**config.mk**
```make
export PLATFORM = sky130hd
export DESIGN_NAME = seq_pager_param
export DESIGN_NICKNAME = d
export VERILOG_FILES = /design/src/rtl/seq_pager_pkg.sv /design/src/rtl/pat_match_shift.sv /design/src/rtl/seq_pager_param.sv
export SDC_FILE = /design/constraint.sdc
export NUM_CORES = 1
export LEC_CHECK = 0
export CAP_MARGIN = 20
export CORE_MARGIN = 3
export CORE_UTILIZATION = 48
export CTS_BUF_LIST = sky130_fd_sc_hd__clkbuf_16
export DETAILED_ROUTE_END_ITERATION = 16
export PLACE_DENSITY = 0.72
export SETUP_SLACK_MARGIN = 0.1
export SYNTH_ARGS = -nofsm -noshare
export SYNTH_HDL_FRONTEND = slang
export SYNTH_HIERARCHICAL = 1
export SYNTH_SLANG_ARGS = --single-unit
```
**constraint.sdc**
```tcl
create_clock -name clk -period 2.33 [get_ports clk]
set_input_delay 0.3495 -clock clk [delete_from_list [all_inputs] [get_ports clk]]
set_output_delay 0.3495 -clock clk [all_outputs]
set_load 0.02 [all_outputs]
```
**src/rtl/seq_pager_pkg.sv**
```systemverilog
// Shared types and helpers for the serial pattern pager.
// Latency: n/a (declarations only).
// Backpressure: n/a.
package seq_pager_pkg;

  typedef enum logic [1:0] {
    S_IDLE = 2'd0,
    S_FILL = 2'd1,
    S_HUNT = 2'd2,
    S_PAGE = 2'd3
  } state_t;

  // Bits needed to hold a pattern length from 0 up to max_len inclusive.
  function automatic int len_width(input int max_len);
    return $clog2(max_len + 1);
  endfunction

endpackage

```
**src/rtl/pat_match_shift.sv**
```systemverilog
// History shift register, fill counter and length-masked compare against the pattern.
// Latency: hit is combinational on the bit being accepted; history updates on the edge.
// Backpressure: none; a bit is consumed whenever shift_en is high.
module pat_match_shift
  import seq_pager_pkg::*;
#(
  parameter int MAX_LEN = 8,
  parameter int LEN_W   = len_width(MAX_LEN)
) (
  input  logic               clk,
  input  logic               rst_n,
  input  logic               clr,
  input  logic               shift_en,
  input  logic               x,
  input  logic [MAX_LEN-1:0] pat,
  input  logic [LEN_W-1:0]   pat_len,
  output logic               full_next,
  output logic               hit
);

  logic [MAX_LEN-1:0] hist;
  logic [MAX_LEN-1:0] hist_nx;
  logic [MAX_LEN-1:0] mask;
  logic [LEN_W-1:0]   fill;
  logic [LEN_W:0]     fill_inc;

  // Window including the bit being accepted, and a mask selecting the low pat_len bits.
  always_comb begin
    hist_nx  = {hist[MAX_LEN-2:0], x};
    fill_inc = {1'b0, fill} + {{LEN_W{1'b0}}, 1'b1};
    mask     = '0;
    for (int i = 0; i < MAX_LEN; i++) begin
      mask[i] = (LEN_W'(i) < pat_len);
    end
    // History counts as full once this accepted bit brings fill up to pat_len.
    full_next = shift_en && (fill_inc >= {1'b0, pat_len});
    hit       = full_next && (pat_len != '0) && ((hist_nx & mask) == (pat & mask));
  end

  // Shift in accepted bits; a clear (reconfig or non-overlap match) wins over the shift.
  always_ff @(posedge clk) begin
    if (!rst_n || clr) begin
      hist <= '0;
      fill <= '0;
    end else if (shift_en) begin
      hist <= hist_nx;
      if (fill < pat_len) fill <= fill_inc[LEN_W-1:0];
    end
  end

endmodule

```
**src/rtl/seq_pager_param.sv**
```systemverilog
// Serial pattern pager: pulses z per match, counts matches, raises a sticky page at THRESH.
// Latency: z, match_cnt and page update on the edge that accepts the completing bit (1 cycle).
// Backpressure: none; every in_valid bit is consumed, cfg_we discards the bit of its cycle.
module seq_pager_param
  import seq_pager_pkg::*;
#(
  parameter int MAX_LEN = 8,
  parameter int CNT_W   = 4,
  parameter int THRESH  = 3,
  parameter int LEN_W   = len_width(MAX_LEN)
) (
  input  logic               clk,
  input  logic               rst_n,
  input  logic               cfg_we,
  input  logic [MAX_LEN-1:0] pat,
  input  logic [LEN_W-1:0]   pat_len,
  input  logic               overlap,
  input  logic               in_valid,
  input  logic               x,
  input  logic               ack,
  output logic               z,
  output logic [CNT_W-1:0]   match_cnt,
  output logic               page,
  output logic               armed
);

  localparam logic [CNT_W-1:0] CNT_MAX = {CNT_W{1'b1}};
  localparam logic [CNT_W-1:0] THR     = CNT_W'(THRESH);

  state_t             state;
  state_t             state_nx;
  logic [MAX_LEN-1:0] pat_r;
  logic [LEN_W-1:0]   len_r;
  logic               ovl_r;
  logic               hit;
  logic               full_next;
  logic               match;
  logic               shift_en;
  logic               clr_hist;
  logic               cfg_len_ok;
  logic [CNT_W-1:0]   cnt_base;
  logic [CNT_W-1:0]   cnt_nx;
  logic               page_nx;

  assign shift_en   = in_valid && !cfg_we;
  assign match      = hit && (state != S_IDLE);
  assign clr_hist   = cfg_we || (match && !ovl_r);
  assign cfg_len_ok = (pat_len != '0) && (pat_len <= LEN_W'(MAX_LEN));

  pat_match_shift #(
    .MAX_LEN (MAX_LEN),
    .LEN_W   (LEN_W)
  ) u_shift (
    .clk       (clk),
    .rst_n     (rst_n),
    .clr       (clr_hist),
    .shift_en  (shift_en),
    .x         (x),
    .pat       (pat_r),
    .pat_len   (len_r),
    .full_next (full_next),
    .hit       (hit)
  );

  // Next counter/page/state: ack clears first, then a match counts on top of the cleared value.
  always_comb begin
    cnt_base = ack ? '0 : match_cnt;
    page_nx  = ack ? 1'b0 : page;
    cnt_nx   = cnt_base;
    if (match) begin
      if (cnt_base != CNT_MAX) cnt_nx = cnt_base + CNT_W'(1);
      if (cnt_nx == THR) page_nx = 1'b1;
    end
    state_nx = state;
    case (state)
      S_IDLE: state_nx = S_IDLE;
      default: begin
        if (match && !ovl_r)                  state_nx = S_FILL;
        else if (state == S_FILL && !full_next) state_nx = S_FILL;
        else                                  state_nx = page_nx ? S_PAGE : S_HUNT;
      end
    endcase
    if (cfg_we) begin
      cnt_nx   = '0;
      page_nx  = 1'b0;
      state_nx = cfg_len_ok ? S_FILL : S_IDLE;
    end
  end

  // FSM state, configuration and registered outputs.
  always_ff @(posedge clk) begin
    if (!rst_n) begin
      state     <= S_IDLE;
      pat_r     <= '0;
      len_r     <= '0;
      ovl_r     <= 1'b0;
      z         <= 1'b0;
      match_cnt <= '0;
      page      <= 1'b0;
      armed     <= 1'b0;
    end else begin
      state     <= state_nx;
      z         <= match;
      match_cnt <= cnt_nx;
      page      <= page_nx;
      armed     <= (state_nx == S_HUNT) || (state_nx == S_PAGE);
      if (cfg_we) begin
        pat_r <= pat;
        len_r <= pat_len;
        ovl_r <= overlap;
      end
    end
  end

endmodule

```
==> results of run 1 <==
-- final cells by class --
type,instances,area (µm²),area share (%)
Clock inverter,3,37.5,1.59
Tap cell,46,57.6,2.44
Multi-Input combinational cell,142,1070,45.5
Timing Repair Buffer,39,368,15.6
Sequential cell,33,668,28.3
Clock buffer,5,125,5.30
Inverter,8,30.0,1.27
-- synthesized netlist by cell type (all sizes together), types with 4 or more instances --
library cell / number
xnor2: 7
nand2: 6
nor2: 31
ha: 10
inv: 8
dfxtp: 33
xor2: 4
o21a: 4
o21ai: 7
mux2i: 20
nand3: 4
a21oi: 10
nand2b: 4
-- cells in the final DEF (no fill, tap or decap), types with 4 or more instances in the layout --
| cell type | count |
|---|---|
| xnor2_1 | 6 |
| clkdlybuf4s50_1 | 25 |
| o21ai_0 | 5 |
| mux2i_1 | 20 |
| inv_1 | 9 |
| dfxtp_1 | 31 |
| nor2_1 | 30 |
| buf_4 | 13 |
| clkbuf_16 | 5 |
| xor2_1 | 4 |
| a21oi_1 | 10 |
| nand2_1 | 6 |
| ha_1 | 8 |
-- power by group through the flow --
stage / sequential (mW) / clock [mW] / combinational (mW)
after floorplan: 0.605 / 0 / 0.0945
final: 0.595 / 0.719 / 0.170
after global routing: 0.596 / 0.750 / 0.188
after detailed placement: 0.608 / 0 / 0.159
after global placement: 0.607 / 0 / 0.155
after CTS: 0.595 / 0.724 / 0.165
-- registers in the layout (all words and copies together), names as in the netlist, 2 cells and up --
register      cells
len_r             4
u_shift/hist      7
pat_r             8
u_shift/fill      4
match_cnt         4
state             2
-- stage by stage --
stage	setup WS [ps]	instances	utilization, %	hold WS (ps)	power [mW]
6_report	133	276	69.7	516	1.48
5_1_grt	-14.4	276	69.7	556	1.53
4_1_cts	90.0	275	68.5	511	1.48
3_5_place_dp	-34.7	267	62.5	510	0.767
3_3_place_gp	4.62	267	62.5	490	0.763
2_1_floorplan	152	188	-	475	0.700
-- kinds of logic after synthesis --
family          share of synthesized area (%)
compound gates                           14.7
xor+xnor                                 5.59
fa+ha+maj                                7.26
buf+inv                                  3.05
flops                                    38.3
mux                                      12.5
simple gates                             18.6
-- routing by layer --
metal  share of wire [%]  track usage [%]
met1                  43             23.1
met3                 4.4             3.74
met2                  51             35.0
met4                 1.0             6.85
met5                   0                0
-- worst max-delay path by stage --
stage | endpoint | slack (ps) | startpoint
finish | match_cnt[3] | 130 | u_shift/fill[1]
floorplan | u_shift/hist[0] | 150 | u_shift/fill[0]
CTS | match_cnt[3] | 90 | u_shift/fill[1]
global route | match_cnt[3] | -10 | u_shift/fill[1]
global placement | u_shift/fill[3] | 5 | x
detailed placement | u_shift/fill[3] | -30 | u_shift/fill[0]
-- tightest hold or removal path: stages, from the launching register on --
cell	delay [ps]
dfxtp_1	340
mux2i_1	70
nor2_1	70
-- timing repair --
item                       in CTS  in global routing
pin swaps                       6                  8
setup buffers                   0                  1
setup endpoints to repair      16                 19
hold buffers                    0                  0
resized for setup               9                  6
==> flow_summary.yaml, run 1 <==
run_status:
  status: "finished clean"
yosys:
  synth_edf_count: 0
  avgSynthCellArea_um2: 9.17
  synth_top_area_share_pct: 38.3
  synthTopCellsByArea: "dfxtp_1 38%, mux2i_1 12%, ha_1 7.3%"
  synth_area_um2: 1720
  synthArstFlopShare_pct: 0
  synth.largest_area_cell: "dfxtp_1"
  synth-warning-count: 6
  synthFlopType: "dfxtp_1"
  ys_seq_area_share_pct: 38.3
  synth_seq_cells: 33
  yosysUniqueCellTypes: 43
  syn_nets: 217
  syn_inst: 188
die:
  die_y_um: 65.9
  rows: 21
  core_um2: 3390
  die-area_um2: 4350
  chipWidth_um: 65.9
  io_pins: 26
  start_util_pct: 50.9
sta:
  post-route-min-period_ps: 2200
  skew_ps: 5.70
  worst_slew_pin_slew_ps: 427
  fmax_ghz: 0.455
  setup_viol: 0
  max_slew_margin_pct: 71.5
  slew_viol_final: 0
  post-route-period-util_pct: 94.3
  finalHoldViolations: 0
  grt_setup_unrepaired: "true"
  fin_setup_tns_ps: 0
place:
  dpl.hpwl_um: 2920
  dpl_cell_area_um2: 2120
  gp_congestion: 0.859
  portBuffers: 25
critical_path:
  end_kind: "register"
  cp.arrival_ps: 2400
  critPathBufInv: 0
  path_delay_family: "compound AO/OA/AOI/OAI gates"
  r2r_setup_slack_ps: 130
  cp_common_cell: "ha_4"
  start_kind: "register"
  critPathMaxStageDelay_ps: 360
  slowest_stage: "dfxtp_4"
  cp.required_ps: 2540
  rr_startpoint: "u_shift/fill[1]"
  crit_cells: 10
  crit_type: "reg -> reg"
  worstPathMaxFanout: 4
  rr_worst_depth: 10
  path_cells: "ha_4 -> ha_4 -> a21boi_4 -> o211ai_1 -> a31oi_1 -> and3b_2 -> o21a_1 -> nand4_1 -> or2_0 -> a21oi_1"
  r2r-end: "match_cnt[3]"
clocking:
  clk_pin_slew_ps: 50
  insertion_delay_ps: 270
  cts_buffers: 5
  cts.sinks: 33
  clockRootBuffer: "clkbuf_16"
  cts_tree: "done"
  cts_buffer_depth: 2
  h-tree-depth: 2
layout:
  area_growth_pct: 36.9
  nets: 258
  antenna_cells: 0
  drive_above_1_share_pct: 16.5
  n_fill_cell: 258
  design_area_um2: 2360
pwr:
  vdd_ir_drop_max_mv: 0.589
  internal_power_mw: 1.17
  seq_power_share_pct: 40.1
  comb_power_share_pct: 11.4
  leakagePower_nw: 0.965
  clkPwrFrac_pct: 48.5
  switchingPower_uw: 315
  swShare_pct: 21.2
  powerDensity_nw_per_um2: 628
routing:
  wl_per_cell_um: 14.0
  antenna_left: 0
  drc: 0
  vias: 1485
  drtPass1Iterations: 4
  via_per_inst: 5.38
  dr.first_iter.drc_count: 79
  routed_wl_um: 3860
hold_path:
  hold_path.startpoint: "pat_r[7]"
  holdPathEnd: "pat_r[7]"
  hp-class: "reg -> reg"
  min_path_cells: 2
global_routing:
  grt_first_pass_wirelength_um: 6580
  grt_start_max_net_pins: 17
  grt_pass1_vias: 1478
  antenna_found_initial: 0
  track_usage_pct: 19.6
  overflow: 0
job:
  drv_cap: 0
Power figures use the tool's default switching activity.
==> inputs of run 2 (changes only) <==
- CORE_MARGIN: 3 -> 1
- GPL_ROUTABILITY_DRIVEN: not set -> 0
==> flow_summary.yaml, run 2 (synthesized netlist as in run 1, its figures left out) <==
layout:
  largest_reg_flops: 8
  instances_no_fill: 277
  antenna_cells: 0
  final_common_cell: "dfxtp_1"
  drive_above_1_share_pct: 17.7
  reg.largest.list: "pat_r: 8 flops, u_shift/hist: 7 flops"
  area_growth_pct: 36.6
  final_cell_mix: "31 x dfxtp_1, 30 x nor2_1, 25 x clkdlybuf4s50_1"
  top_register: "pat_r"
  nets: 259
pwr:
  internal_power_mw: 1.07
  switchingPower_uw: 342
  comb_power_share_pct: 12.8
  swShare_pct: 24.3
  leakagePower_nw: 0.937
  p_total_mw: 1.41
  clkPwrFrac_pct: 44.9
  seq_power_share_pct: 42.3
  vdd_ir_drop_max_mv: 0.461
  powerDensity_nw_per_um2: 598
sta:
  setup_viol: 2
  fmax_ghz: 0.426
  grt_setup_unrepaired: "true"
  finalHoldViolations: 0
  max_slew_margin_pct: 69.2
  skew_ps: 4.42
  post-route-min-period_ps: 2350
  post-route-period-util_pct: 101
  slew_viol_final: 0
  layout_setup_ws_ps: -15.9
  worst_slew_pin_slew_ps: 461
critical_path:
  end_kind: "register"
  cp.required_ps: 2540
  crit_type: "reg -> reg"
  worstPathMaxFanout: 4
  start_kind: "register"
  cp.arrival_ps: 2560
die:
  die-area_um2: 3840
  rows: 21
  core_um2: 3390
  chipWidth_um: 61.9
  start_util_pct: 50.9
  die_y_um: 61.9
  io_pins: 26
routing:
  drtPass1Iterations: 4
  drc: 0
  vias: 1522
  via_per_inst: 5.49
  wl_per_cell_um: 15.2
  routed_wl_um: 4220
  antenna_left: 0
  dr.first_iter.drc_count: 76
clocking:
  cts_buffer_depth: 2
  cts_buffers: 5
  cts.sinks: 33
  clk_pin_slew_ps: 60
  insertion_delay_ps: 280
  cts_tree: "done"
  clockRootBuffer: "clkbuf_16"
  h-tree-depth: 2
job:
  drv_cap: 0
place:
  dp.cells: 268
  dp_worst_setup_slack_ps: -122
  dpl.hpwl_um: 3100
  portBuffers: 25
run_status:
  status: "complete, but fails checks"
  violations: "negative setup slack"
global_routing:
  track_usage_pct: 24.8
  overflow: 0
  antenna_found_initial: 0
  grt_first_pass_wirelength_um: 6700
  grt_pass1_vias: 1448
  grt_start_max_net_pins: 17
hold_path:
  hp-class: "reg -> reg"
-- run 2: power groups by stage --
stage / registers, mW / logic [mW] / clock network (mW)
6_report: 0.596 / 0.180 / 0.633
4_1_cts: 0.595 / 0.170 / 0.648
3_5_place_dp: 0.608 / 0.164 / 0
5_1_grt: 0.597 / 0.195 / 0.676
2_1_floorplan: 0.605 / 0.0945 / 0
3_3_place_gp: 0.607 / 0.156 / 0
-- run 2: final timing paths --
kind              startpoint      endpoint  slack (ps)  depth (start not counted)
max          u_shift/fill[1]  match_cnt[3]         -20                         10
min                 pat_r[6]      pat_r[6]         530                          2
max reg2reg  u_shift/fill[1]  match_cnt[3]         -20                         10
min reg2reg         pat_r[6]      pat_r[6]         530                          2
-- run 2: routing by layer --
layer | routed length [µm] | vias to the layer above | global-route usage, %
met5 | 0 | - | 0
met4 | 35 | 0 | 8.57
met3 | 137 | 4 | 7.04
met2 | 2120 | 38 | 42.7
met1 | 1930 | 729 | 29.6
li1 | - | 751 | -
-- run 2: what timing repair did --
item	CTS	global route
buffers inserted	1	1
setup endpoints to repair	17	19
hold buffers	0	0
pin swaps	9	8
resized for setup	10	7
-- run 2: layout make-up --
| cell class | instances | area [µm²] |
|---|---|---|
| Multi-Input combinational cell | 142 | 1080 |
| Fill cell | 267 | 1030 |
| Sequential cell | 33 | 666 |
| Timing Repair Buffer | 40 | 375 |
| Clock buffer | 5 | 125 |
| Tap cell | 46 | 57.6 |
| Inverter | 8 | 30.0 |
| Clock inverter | 3 | 17.5 |
-- run 2: stage by stage --
stage	hold slack, ps	util (%)	TNS (ps)	cell area [µm²]
2_1_floorplan	475	-	0	1730
3_3_place_gp	496	62.8	0	2130
3_5_place_dp	515	62.8	-1310	2130
4_1_cts	527	68.4	0	2320
5_1_grt	544	69.5	-1030	2360
6_report	527	69.5	-20.0	2360
-- run 2: worst max-delay path, cell delays in order, from the launching register on --
cell and delay [ps]:
dfxtp_4 360, ha_4 260, ha_4 260, a21boi_2 170, o211ai_1 120, a31oi_1 190, and3b_2 270, o21a_1 180
nand4_1 120, or2_0 240, a21oi_1 110
